File: config.mk
export PLATFORM = sky130hd
export DESIGN_NAME = zero_remover
export DESIGN_NICKNAME = d
export VERILOG_FILES = /design/src/rtl/zero_remover.sv
export SDC_FILE = /design/constraint.sdc
export NUM_CORES = 1
export LEC_CHECK = 0
export CAP_MARGIN = 5
export CORE_UTILIZATION = 45
export DETAILED_ROUTE_END_ITERATION = 6
export GPL_ROUTABILITY_DRIVEN = 0
export PLACE_DENSITY = 0.75
export SYNTH_ARGS = -nofsm -noshare
export SYNTH_HDL_FRONTEND = slang
export SYNTH_SLANG_ARGS = --single-unit
File: constraint.sdc
create_clock -name clk_i -period 2 [get_ports clk_i]
set_clock_uncertainty 0.1 [all_clocks]
set_input_delay 0.4 -clock clk_i [delete_from_list [all_inputs] [get_ports clk_i]]
set_output_delay 0.4 -clock clk_i [all_outputs]
set_load 0.01 [all_outputs]
File: src/rtl/zero_remover.sv
`default_nettype none
// ============================================================================
//  Module   : zero_remover
//  Purpose  : Pyramid-down decimator. Consumes a full-resolution FP pixel
//             stream (data/col/row/valid) and forwards only the on-grid
//             samples, i.e. those whose row and column are both multiples of
//             2^(SCALE+1). Output coordinates are remapped to the decimated
//             image. A raster-order checker tracks the expected input
//             position, raises a sticky error on any deviation and resyncs.
//             The last on-grid pixel of every frame carries a one-cycle
//             frame_done_o pulse.
//
//  Ports    : clk_i         single clock, all logic on posedge
//             rst_n_i       synchronous active-low reset
//             data_i        input pixel (FP_WIDTH_REG bits)
//             col_i/row_i   input coordinates (16 bits each)
//             valid_i       input qualifier, no backpressure
//             data_o        kept pixel
//             col_o/row_o   decimated coordinates (coord >> (SCALE+1))
//             valid_o       output qualifier
//             frame_done_o  pulse with the last decimated pixel of a frame
//             seq_err_o     sticky raster-order error flag
//             kept_cnt_o    (only with ZERO_REMOVER_STATS_EN) number of
//                           valid_o pulses since the last frame_done_o
//
//  Options  : `define ZERO_REMOVER_STATS_EN to add the kept_cnt_o counter.
//
//  Latency  : 2 cycles (S1 input register, S2 output register).
//
//  Revision : 1.0 - initial release
// ============================================================================
module zero_remover #(
  parameter int EXP_WIDTH  = 8,
  parameter int FRAC_WIDTH = 23,
  parameter int SCALE      = 0,
  parameter int DISABLE    = 0,
  parameter int IMG_WIDTH  = 640,
  parameter int IMG_HEIGHT = 480,
  localparam int FP_WIDTH_REG = 1 + EXP_WIDTH + FRAC_WIDTH
) (
  input  logic                    clk_i,
  input  logic                    rst_n_i,
  input  logic [FP_WIDTH_REG-1:0] data_i,
  input  logic [15:0]             col_i,
  input  logic [15:0]             row_i,
  input  logic                    valid_i,
  output logic [FP_WIDTH_REG-1:0] data_o,
  output logic [15:0]             col_o,
  output logic [15:0]             row_o,
  output logic                    valid_o,
  output logic                    frame_done_o,
  output logic                    seq_err_o
`ifdef ZERO_REMOVER_STATS_EN
  ,
  output logic [31:0]             kept_cnt_o
`endif
);

  // --------------------------------------------------------------------------
  // Constants
  // --------------------------------------------------------------------------
  localparam int          c_shift    = SCALE + 1;
  localparam int          c_step     = 1 << c_shift;
  localparam logic        c_bypass   = (DISABLE != 0);
  localparam logic [15:0] c_last_col = 16'(IMG_WIDTH - 1);
  localparam logic [15:0] c_last_row = 16'(IMG_HEIGHT - 1);

  // Coordinates (input space) of the pixel that closes a frame. In bypass
  // mode every pixel is forwarded, so the very last raster position closes it.
  localparam logic [15:0] c_done_col = c_bypass ? 16'(IMG_WIDTH - 1)
                                                : 16'(IMG_WIDTH - c_step);
  localparam logic [15:0] c_done_row = c_bypass ? 16'(IMG_HEIGHT - 1)
                                                : 16'(IMG_HEIGHT - c_step);

  // --------------------------------------------------------------------------
  // S1: input register plus on-grid decision
  // --------------------------------------------------------------------------
  logic                    s1_valid_q, s1_valid_d;
  logic                    s1_keep_q,  s1_keep_d;
  logic [FP_WIDTH_REG-1:0] s1_data_q,  s1_data_d;
  logic [15:0]             s1_col_q,   s1_col_d;
  logic [15:0]             s1_row_q,   s1_row_d;

  always_comb begin
    s1_valid_d = valid_i;
    s1_data_d  = data_i;
    s1_col_d   = col_i;
    s1_row_d   = row_i;
    // On-grid only when the low SCALE+1 bits of both coordinates are zero.
    // Out-of-range coordinates still follow this rule.
    s1_keep_d  = c_bypass |
                 ((row_i[SCALE:0] == '0) && (col_i[SCALE:0] == '0));
  end

  // --------------------------------------------------------------------------
  // Raster-order checker (operates on S1 values)
  // --------------------------------------------------------------------------
  logic [15:0] exp_r_q, exp_r_d;
  logic [15:0] exp_c_q, exp_c_d;
  logic        seq_err_q, seq_err_d;
  logic        w_match;
  logic [15:0] w_base_row;
  logic [15:0] w_base_col;

  always_comb begin
    exp_r_d    = exp_r_q;
    exp_c_d    = exp_c_q;
    seq_err_d  = seq_err_q;
    w_match    = (s1_row_q == exp_r_q) && (s1_col_q == exp_c_q);
    w_base_row = exp_r_q;
    w_base_col = exp_c_q;

    if (s1_valid_q) begin
      // On a mismatch the next expected position is derived from what was
      // actually received, so a single glitch costs exactly one error event.
      // The expected counters never leave the image, so out-of-range input
      // coordinates always land here.
      if (!w_match) begin
        seq_err_d  = 1'b1;
        w_base_row = s1_row_q;
        w_base_col = s1_col_q;
      end

      if (w_base_col >= c_last_col) begin
        exp_c_d = 16'd0;
        exp_r_d = (w_base_row >= c_last_row) ? 16'd0 : w_base_row + 16'd1;
      end else begin
        exp_c_d = w_base_col + 16'd1;
        exp_r_d = w_base_row;
      end
    end
  end

  // --------------------------------------------------------------------------
  // S2: output register
  // --------------------------------------------------------------------------
  logic                    valid_o_q,      valid_o_d;
  logic                    frame_done_o_q, frame_done_o_d;
  logic [FP_WIDTH_REG-1:0] data_o_q,       data_o_d;
  logic [15:0]             col_o_q,        col_o_d;
  logic [15:0]             row_o_q,        row_o_d;
  logic                    w_at_done;

  always_comb begin
    w_at_done      = (s1_row_q == c_done_row) && (s1_col_q == c_done_col);
    valid_o_d      = s1_valid_q & s1_keep_q;
    frame_done_o_d = s1_valid_q & s1_keep_q & w_at_done;
    // Data and coordinates hold their last forwarded value on idle cycles.
    data_o_d       = data_o_q;
    col_o_d        = col_o_q;
    row_o_d        = row_o_q;

    if (valid_o_d) begin
      data_o_d = s1_data_q;
      if (c_bypass) begin
        col_o_d = s1_col_q;
        row_o_d = s1_row_q;
      end else begin
        col_o_d = s1_col_q >> c_shift;
        row_o_d = s1_row_q >> c_shift;
      end
    end
  end

  // --------------------------------------------------------------------------
  // State registers
  // --------------------------------------------------------------------------
  always_ff @(posedge clk_i) begin
    if (!rst_n_i) begin
      s1_valid_q     <= 1'b0;
      s1_keep_q      <= 1'b0;
      s1_data_q      <= '0;
      s1_col_q       <= 16'd0;
      s1_row_q       <= 16'd0;
      exp_r_q        <= 16'd0;
      exp_c_q        <= 16'd0;
      seq_err_q      <= 1'b0;
      valid_o_q      <= 1'b0;
      frame_done_o_q <= 1'b0;
      data_o_q       <= '0;
      col_o_q        <= 16'd0;
      row_o_q        <= 16'd0;
    end else begin
      s1_valid_q     <= s1_valid_d;
      s1_keep_q      <= s1_keep_d;
      s1_data_q      <= s1_data_d;
      s1_col_q       <= s1_col_d;
      s1_row_q       <= s1_row_d;
      exp_r_q        <= exp_r_d;
      exp_c_q        <= exp_c_d;
      seq_err_q      <= seq_err_d;
      valid_o_q      <= valid_o_d;
      frame_done_o_q <= frame_done_o_d;
      data_o_q       <= data_o_d;
      col_o_q        <= col_o_d;
      row_o_q        <= row_o_d;
    end
  end

  assign data_o       = data_o_q;
  assign col_o        = col_o_q;
  assign row_o        = row_o_q;
  assign valid_o      = valid_o_q;
  assign frame_done_o = frame_done_o_q;
  assign seq_err_o    = seq_err_q;

`ifdef ZERO_REMOVER_STATS_EN
  // --------------------------------------------------------------------------
  // Kept-pixel counter. Tracks valid_o on the same edge that produces it;
  // the frame-closing pixel clears the counter instead of incrementing it.
  // --------------------------------------------------------------------------
  logic [31:0] kept_cnt_q, kept_cnt_d;

  always_comb begin
    kept_cnt_d = kept_cnt_q;
    if (frame_done_o_d) begin
      kept_cnt_d = 32'd0;
    end else if (valid_o_d) begin
      kept_cnt_d = kept_cnt_q + 32'd1;
    end
  end

  always_ff @(posedge clk_i) begin
    if (!rst_n_i) begin
      kept_cnt_q <= 32'd0;
    end else begin
      kept_cnt_q <= kept_cnt_d;
    end
  end

  assign kept_cnt_o = kept_cnt_q;
`endif

endmodule
`default_nettype wire

==> results.toml, run 1 <==
[routing]
drc = 0
highest_layer = "met4"
routedWlPerCell_um = 14.8
drt-pass1-iter-count = 5
viasPerCell = 5.04
postRouteAntennaNets = 0
wl_um = 14900
routed-wl-met2_um = 7410
drt-met1-wl_um = 6450
vias = 5050
wl_met3_um = 644
drt_iter0_drc = 398

[power_and_ir_drop]
p_seq_frac = 0.486
p_sw_frac = 0.224
ir_worst_vdd_v = 0.000601
p_int_mw = 5.44
p_leak_nw = 3.16
p_clk_frac = 0.435
cellPowerDensity_nw_per_um2 = 827
p_switching_mw = 1.57
p_comb_frac = 0.078

[yosys]
synth-edff-count = 0
ys_warn_count = 0
synth_area_um2 = 6170
ys_ff_latch = 163
ys.flop_type = "dfxtp_1"
yosys.cell_types.count = 38
async_flop_share = 0
synth.avg_cell_area_um2 = 9.19
syn-instance-count = 671
yosysSeqAreaShare = 0.529

[cells_and_area]
layout_common_cells = "dfxtp_1, nand2_1, clkdlybuf4s50_1, a21boi_0, and2_1"
fin_nets = 882
fin_util = 0.637
area_growth_pct = 37.4
antenna_cells = 0
design_area_um2 = 8480
final_common_cell = "dfxtp_1"
instances_no_fill = 1002
drive_gt1_frac = 0.115

[clocking]
clkSinkCount = 163
clk_path_buf_depth = 2
clk_latency_ps = 420
root_buffer = "clkbuf_16"
postCtsHoldBufs = 0
clkSlewWorstSetupHoldPaths_ps = 60
cts_max_level = 4
cts-buffers-inserted = 17
cts_tree = "yes"

[placed_design]
port-buffer-count = 131
place_hpwl_um = 10200
placed_area_um2 = 7740
dp.cells = 959

[sta]
hold_viol = 0
rsz0062_at_grt = "true"
setup_viol = 1
hold_ws_ps = 301
fmax_mhz = 490
fin_ws_ps = -39.0
finalMaxSlewViolations = 0
period_needed_ps = 2040
finalCritPeriodShare = 1.02
finalSetupTns_ps = -39.0

[die]
start_util = 0.464
die_h_um = 119
rows = 42
core_region_area_um2 = 13300
die_x_um = 119
dieArea_um2 = 14200
pin_count = 134

[hold_path]
min_delay_path_depth = 3
hp-class = "primary input to flop"

[status]
status = "finished, violations left"
violations = "setup timing"

[critical_path]
path_class = "flop to flop"
critPathMaxStageDelay_ps = 410
crit_slowest_cell = "or4_4"
critical_path_required_ps = 2240
worstSetupStartpointType = "flop"
crit_path_max_fanout = 8
cp.arrival_ps = 2280
worstPathCellList = "ha_4, nand3_4, or3_4, and2_4, buf_6, or4_4, a31oi_1"
end_kind = "flop"
r2r_cells = 7

[job]
maxCapViolCount = 0

[grt]
grt_max_degree = 62
grt_pass1_vias = 4840
antenna_found_initial = 0
grt_pass1_wl_um = 23900
overflow = 0
grt_usage = 0.213
-- logic make-up after synthesis --
| family | synth area share |
|---|---|
| buffers and inverters | 0.0375 |
| other | 0.000608 |
| AO/OA/AOI/OAI | 0.126 |
| flip-flops | 0.529 |
| XOR/XNOR | 0.0568 |
| adder cells (fa/ha/maj) | 0.00406 |
| AND/OR/NAND/NOR | 0.246 |
-- path summary, 6_finish.rpt --
kind                      from    endpoint  slack, ps
setup reg to reg   s1_col_q[0]  exp_r_q[4]        -40
hold reg to reg   s1_data_q[8]   data_o[8]        340
hold / removal         rst_n_i  exp_r_q[7]        300
setup / recovery   s1_col_q[0]  exp_r_q[4]        -40
-- what timing repair did --
action / 4_1_cts / 5_1_grt
pin swaps: 5 / 12
resized for setup: 6 / 12
setup endpoints to repair: 2 / 17
setup buffers: 4 / 8
-- power groups by stage --
stage	combinational [mW]	clock [mW]	sequential, mW
finish	0.550	3.05	3.41
global route	0.591	3.24	3.42
CTS	0.528	3.10	3.40
detailed placement	0.511	0	3.47
global placement	0.499	0	3.47
floorplan	0.258	0	3.47
-- sequential cells by signal, summed over array words and instances, names as in the netlist --
register / flops
col_o: 15
data_o: 32
exp_c_q: 16
exp_r_q: 16
frame_done_o: 1
row_o: 15
s1_col_q: 16
s1_data_q: 32
s1_keep_q: 1
s1_row_q: 16
s1_valid_q: 1
seq_err_o: 1
valid_o: 1
-- per-stage QoR --
stage	power [mW]	setup WS, ps
after CTS	7.03	-19.5
after floorplan	3.73	-126
after detailed placement	3.98	-47.4
after global routing	7.25	-84.6
after global placement	3.97	37.7
final	7.01	-39.0
-- worst max-delay path: cells and delay by family (launching register included) --
| family | cells | cell delay (ps) |
|---|---|---|
| buffers and inverters | 1 | 130 |
| flip-flops | 1 | 360 |
| AND/OR/NAND/NOR | 4 | 1020 |
| AO/OA/AOI/OAI | 1 | 200 |
| adder cells (fa/ha/maj) | 1 | 150 |
-- per-layer routing --
metal / vias to the layer above / global-route usage
met1: 2381 / 0.262
met4: 0 / 0.0878
met3: 36 / 0.0469
met5: - / 0
met2: 155 / 0.361
li1: 2478 / -
-- final cells by class --
type | count | area (um^2)
clock buffers | 25 | 515
clock inverters | 7 | 47.5
fillers | 1069 | 4820
inverters | 2 | 7.51
multi-input cells | 454 | 2760
flip-flops and latches | 163 | 3270
well taps | 176 | 220
repair buffers | 175 | 1660
-- cells in the mapped netlist, types with 4 or more instances --
cell type    n  area, um^2
and2_1      75         469
o21ai_0     19        95.1
nand4_1      6        37.5
nand3_1     20         100
clkbuf_1    45         169
nor2b_1      6        37.5
xor2_1      36         315
buf_4        4        30.0
nor4_1      11        68.8
nand2_1    138         518
a21boi_0    75         563
or4_1        5        37.5
nand2b_1    13        81.3
dfxtp_1    163        3260
nand3b_1     5        37.5
nor2_1       7        26.3
a31oi_1     11        68.8
xnor2_1      4        35.0
(Power assumes the default switching activity.)
==> inputs of run 2 (changes only) <==
TNS_END_PERCENT = 10   (was not set)
==> results.toml, run 2 (same netlist as run 1, synthesis figures left out) <==
[cells_and_area]
fin_util = 0.646
final_common_cell = "dfxtp_1"
layout_common_cells = "dfxtp_1, nand2_1, clkdlybuf4s50_1, a21boi_0, and2_1"
multi_input_area_um2 = 2790
fillers = 1046
area_growth_pct = 39.3
fin_nets = 887
regArea_um2 = 3270
drive_gt1_frac = 0.119
design_area_um2 = 8590

[power_and_ir_drop]
p_leak_nw = 3.22
ir_worst_vdd_v = 0.000562
cellPowerDensity_nw_per_um2 = 831

[placed_design]
port-buffer-count = 131
placed_area_um2 = 7800
place_hpwl_um = 10200
place_ws_ps = -73.6

[die]
die_x_um = 119
dieArea_um2 = 14200
die_h_um = 119
start_util = 0.464
core_region_area_um2 = 13300
pin_count = 134
rows = 42

[clocking]
clkSlewWorstSetupHoldPaths_ps = 60
cts-buffers-inserted = 17
clk_latency_ps = 420
root_buffer = "clkbuf_16"
clk_path_buf_depth = 2
cts_max_level = 4
cts_tree = "yes"
postCtsHoldBufs = 0
clkSinkCount = 163

[hold_path]
hp-class = "primary input to flop"

[critical_path]
end_kind = "flop"
crit_path_max_fanout = 5
path_class = "flop to flop"
critical_path_required_ps = 2260
worstSetupStartpointType = "flop"
rrSetupSlack_ps = -40
cp.arrival_ps = 2290

[sta]
hold_viol = 0
finalMaxSlewViolations = 0
finalCritPeriodShare = 1.02
fmax_mhz = 491
rsz0062_at_grt = "true"
hold_ws_ps = 312
fin_ws_ps = -37.3
setup_viol = 3
period_needed_ps = 2040

[job]
maxCapViolCount = 0

[routing]
wl_met3_um = 761
drt-pass1-iter-count = 4
drc = 0
wl_um = 15100
routedWlPerCell_um = 15.0
drt_iter0_drc = 274
postRouteAntennaNets = 0
drt-met1-wl_um = 6470
viasPerCell = 5.02
vias = 5051
routed-wl-met2_um = 7500
highest_layer = "met4"

[status]
violations = "setup timing"
status = "finished, violations left"

[grt]
grt_max_degree = 54
antenna_found_initial = 1
grt_usage = 0.215
overflow = 0
grt_pass1_vias = 4955
grt_pass1_wl_um = 23900
run 2: through the flow:
| step | setup TNS [ps] | cells | power, mW |
|---|---|---|---|
| 6_report | -81.4 | 1006 | 7.14 |
| 5_1_grt | -252 | 1005 | 7.40 |
| 4_1_cts | -25.0 | 996 | 7.15 |
| 3_5_place_dp | -380 | 962 | 4.00 |
| 3_3_place_gp | -7.63 | 962 | 3.98 |
| 2_1_floorplan | -222 | 672 | 3.73 |
run 2: power breakdown:
part	internal, mW	switching [mW]
clock	1.95	1.20
combinational	0.329	0.248
sequential	3.35	0.0648
run 2: layout make-up:
cell class | instances | area share
inverters | 2 | 0.000874
well taps | 176 | 0.0256
multi-input cells | 455 | 0.325
clock inverters | 4 | 0.00845
diodes | 1 | 0.000291
clock buffers | 26 | 0.0581
repair buffers | 179 | 0.201
flip-flops and latches | 163 | 0.380
run 2: worst paths after layout:
path,startpoint,depth (start not counted),endpoint
worst max-delay path,s1_col_q[1],6,exp_r_q[4]
worst min-delay path,rst_n_i,2,col_o[7]
worst max register to register,s1_col_q[1],6,exp_r_q[4]
worst min register to register,s1_data_q[16],2,data_o[16]
run 2: timing repair:
action | 4_1_cts | 5_1_grt
resized for setup | 3 | 21
cloned | 0 | 1
buffers inserted | 4 | 8
endpoints found under the setup margin | 7 | 8
pin swaps | 2 | 17
run 2: critical path, cell delays in order, from the launching register on:
cell	delay, ps
dfxtp_2	360
ha_4	150
nand3_4	70
or3_4	430
and2_4	190
or4_4	490
a31oi_2	180
run 2: per-layer routing:
metal | vias up | GRT usage
met5 | - | 0
li1 | 2490 | -
met2 | 146 | 0.366
met1 | 2381 | 0.251
met3 | 34 | 0.0489
met4 | 0 | 0.108
==> inputs of run 3 (changes only) <==
CORE_UTILIZATION = 43   (was 45)
PLACE_DENSITY = 0.72   (was 0.75)
clock period = 1.7 ns   (was 2 ns; I/O delays follow)
==> results.toml, run 3 (same netlist as run 1, synthesis figures left out) <==
[critical_path]
reg2reg_from = "s1_col_q[0]"
r2r-end = "exp_r_q[4]"
worstSetupStartpointType = "flop"
path_class = "flop to flop"
cp.arrival_ps = 2240
crit_path_max_fanout = 6
rrSetupSlack_ps = -290
end_kind = "flop"
critical_path_required_ps = 1950
r2r_cells = 6

[cells_and_area]
fin_nets = 903
regArea_um2 = 3270
antenna_cells = 0
area_growth_pct = 39.5
drive_gt1_frac = 0.139
fillers = 1189
multi_input_area_um2 = 2780
layout_common_cells = "dfxtp_1, nand2_1, and2_1, clkdlybuf4s50_1, dlygate4sd2_1"
design_area_um2 = 8600
final_common_cell = "dfxtp_1"

[grt]
grt_pass1_wl_um = 24300
antenna_found_initial = 0
grt_pass1_vias = 5112
grt_max_degree = 91
overflow = 0
grt_usage = 0.211

[placed_design]
placed_area_um2 = 7940
port-buffer-count = 131
place_hpwl_um = 10300

[clocking]
clk_path_buf_depth = 2
clk_latency_ps = 420
cts-buffers-inserted = 17
cts_tree = "yes"
root_buffer = "clkbuf_16"
clkSinkCount = 163
cts_max_level = 4
clkSlewWorstSetupHoldPaths_ps = 60

[routing]
wl_um = 14900
routedWlPerCell_um = 14.5
drt_iter0_drc = 274
vias = 5097
postRouteAntennaNets = 0
viasPerCell = 4.96
drc = 0
drt-pass1-iter-count = 4

[die]
core_region_area_um2 = 13900
pin_count = 134
rows = 43
dieArea_um2 = 14800
die_x_um = 122
die_h_um = 122
start_util = 0.443

[sta]
hold_viol = 0
hold_ws_ps = 249
finalCritPeriodShare = 1.17
rsz0062_at_grt = "true"
fmax_mhz = 503
period_needed_ps = 1990
finalMaxSlewViolations = 0
setup_viol = 14
fin_ws_ps = -290

[status]
violations = "setup timing"
status = "finished, violations left"

[power_and_ir_drop]
ir_worst_vdd_v = 0.000729
cellPowerDensity_nw_per_um2 = 978
p_leak_nw = 3.59

[hold_path]
hp-class = "primary input to flop"
worstHoldEndpoint = "col_o[14]"
worstHoldStart = "rst_n_i"
min_delay_path_depth = 2

[job]
maxCapViolCount = 0
-- run 3: final cells by class --
cell class,count,area share
multi-input cells,455,0.323
clock buffers,23,0.0544
repair buffers,195,0.204
well taps,180,0.0262
clock inverters,9,0.0122
inverters,2,0.000873
flip-flops and latches,163,0.380
-- run 3: per-stage QoR --
stage | utilization | instances | setup slack [ps] | total power [mW] | TNS, ps
global route | 0.617 | 1027 | -340 | 8.74 | -3550
detailed placement | 0.570 | 987 | -331 | 4.73 | -4250
floorplan | - | 672 | -429 | 4.38 | -5410
global placement | 0.570 | 987 | -258 | 4.71 | -2800
finish | 0.617 | 1027 | -290 | 8.41 | -2160
CTS | 0.612 | 1024 | -271 | 8.45 | -2010
-- run 3: worst max-delay path: stages (launching register included) --
cell and delay, ps:
dfxtp_2 350, ha_4 150, nand3_4 70, or3_4 370, and2_4 180, or4_1 520
a31oi_1 170
-- run 3: worst max-delay path by stage --
stage                startpoint         end  slack, ps
finish              s1_col_q[0]  exp_r_q[4]       -290
global route        s1_col_q[0]  exp_r_q[4]       -340
CTS                 s1_col_q[0]  exp_r_q[6]       -270
detailed placement  s1_col_q[0]  exp_r_q[6]       -330
global placement    s1_col_q[0]  exp_r_q[3]       -260
floorplan           s1_col_q[0]  exp_r_q[5]       -430
-- run 3: routing by layer --
metal | part of all wire | track usage | up-vias
met3 | 0.042 | 0.0510 | 22
met1 | 0.44 | 0.259 | 2420
li1 | - | - | 2531
met4 | 0.018 | 0.0733 | 0
met5 | 0 | 0 | -
met2 | 0.50 | 0.359 | 124
-- run 3: timing repair --
action                     CTS  global route
setup buffers                4             3
gates cloned                 1             0
pin swaps                    6            19
setup endpoints to repair   92            28
hold buffers                 0             0
resized for setup           83            21
-- run 3: power breakdown --
group | internal [mW] | switching, mW | leakage, nW
logic | 0.396 | 0.303 | 1.99
clock network | 2.23 | 1.48 | 0.269
registers | 3.94 | 0.0582 | 1.33
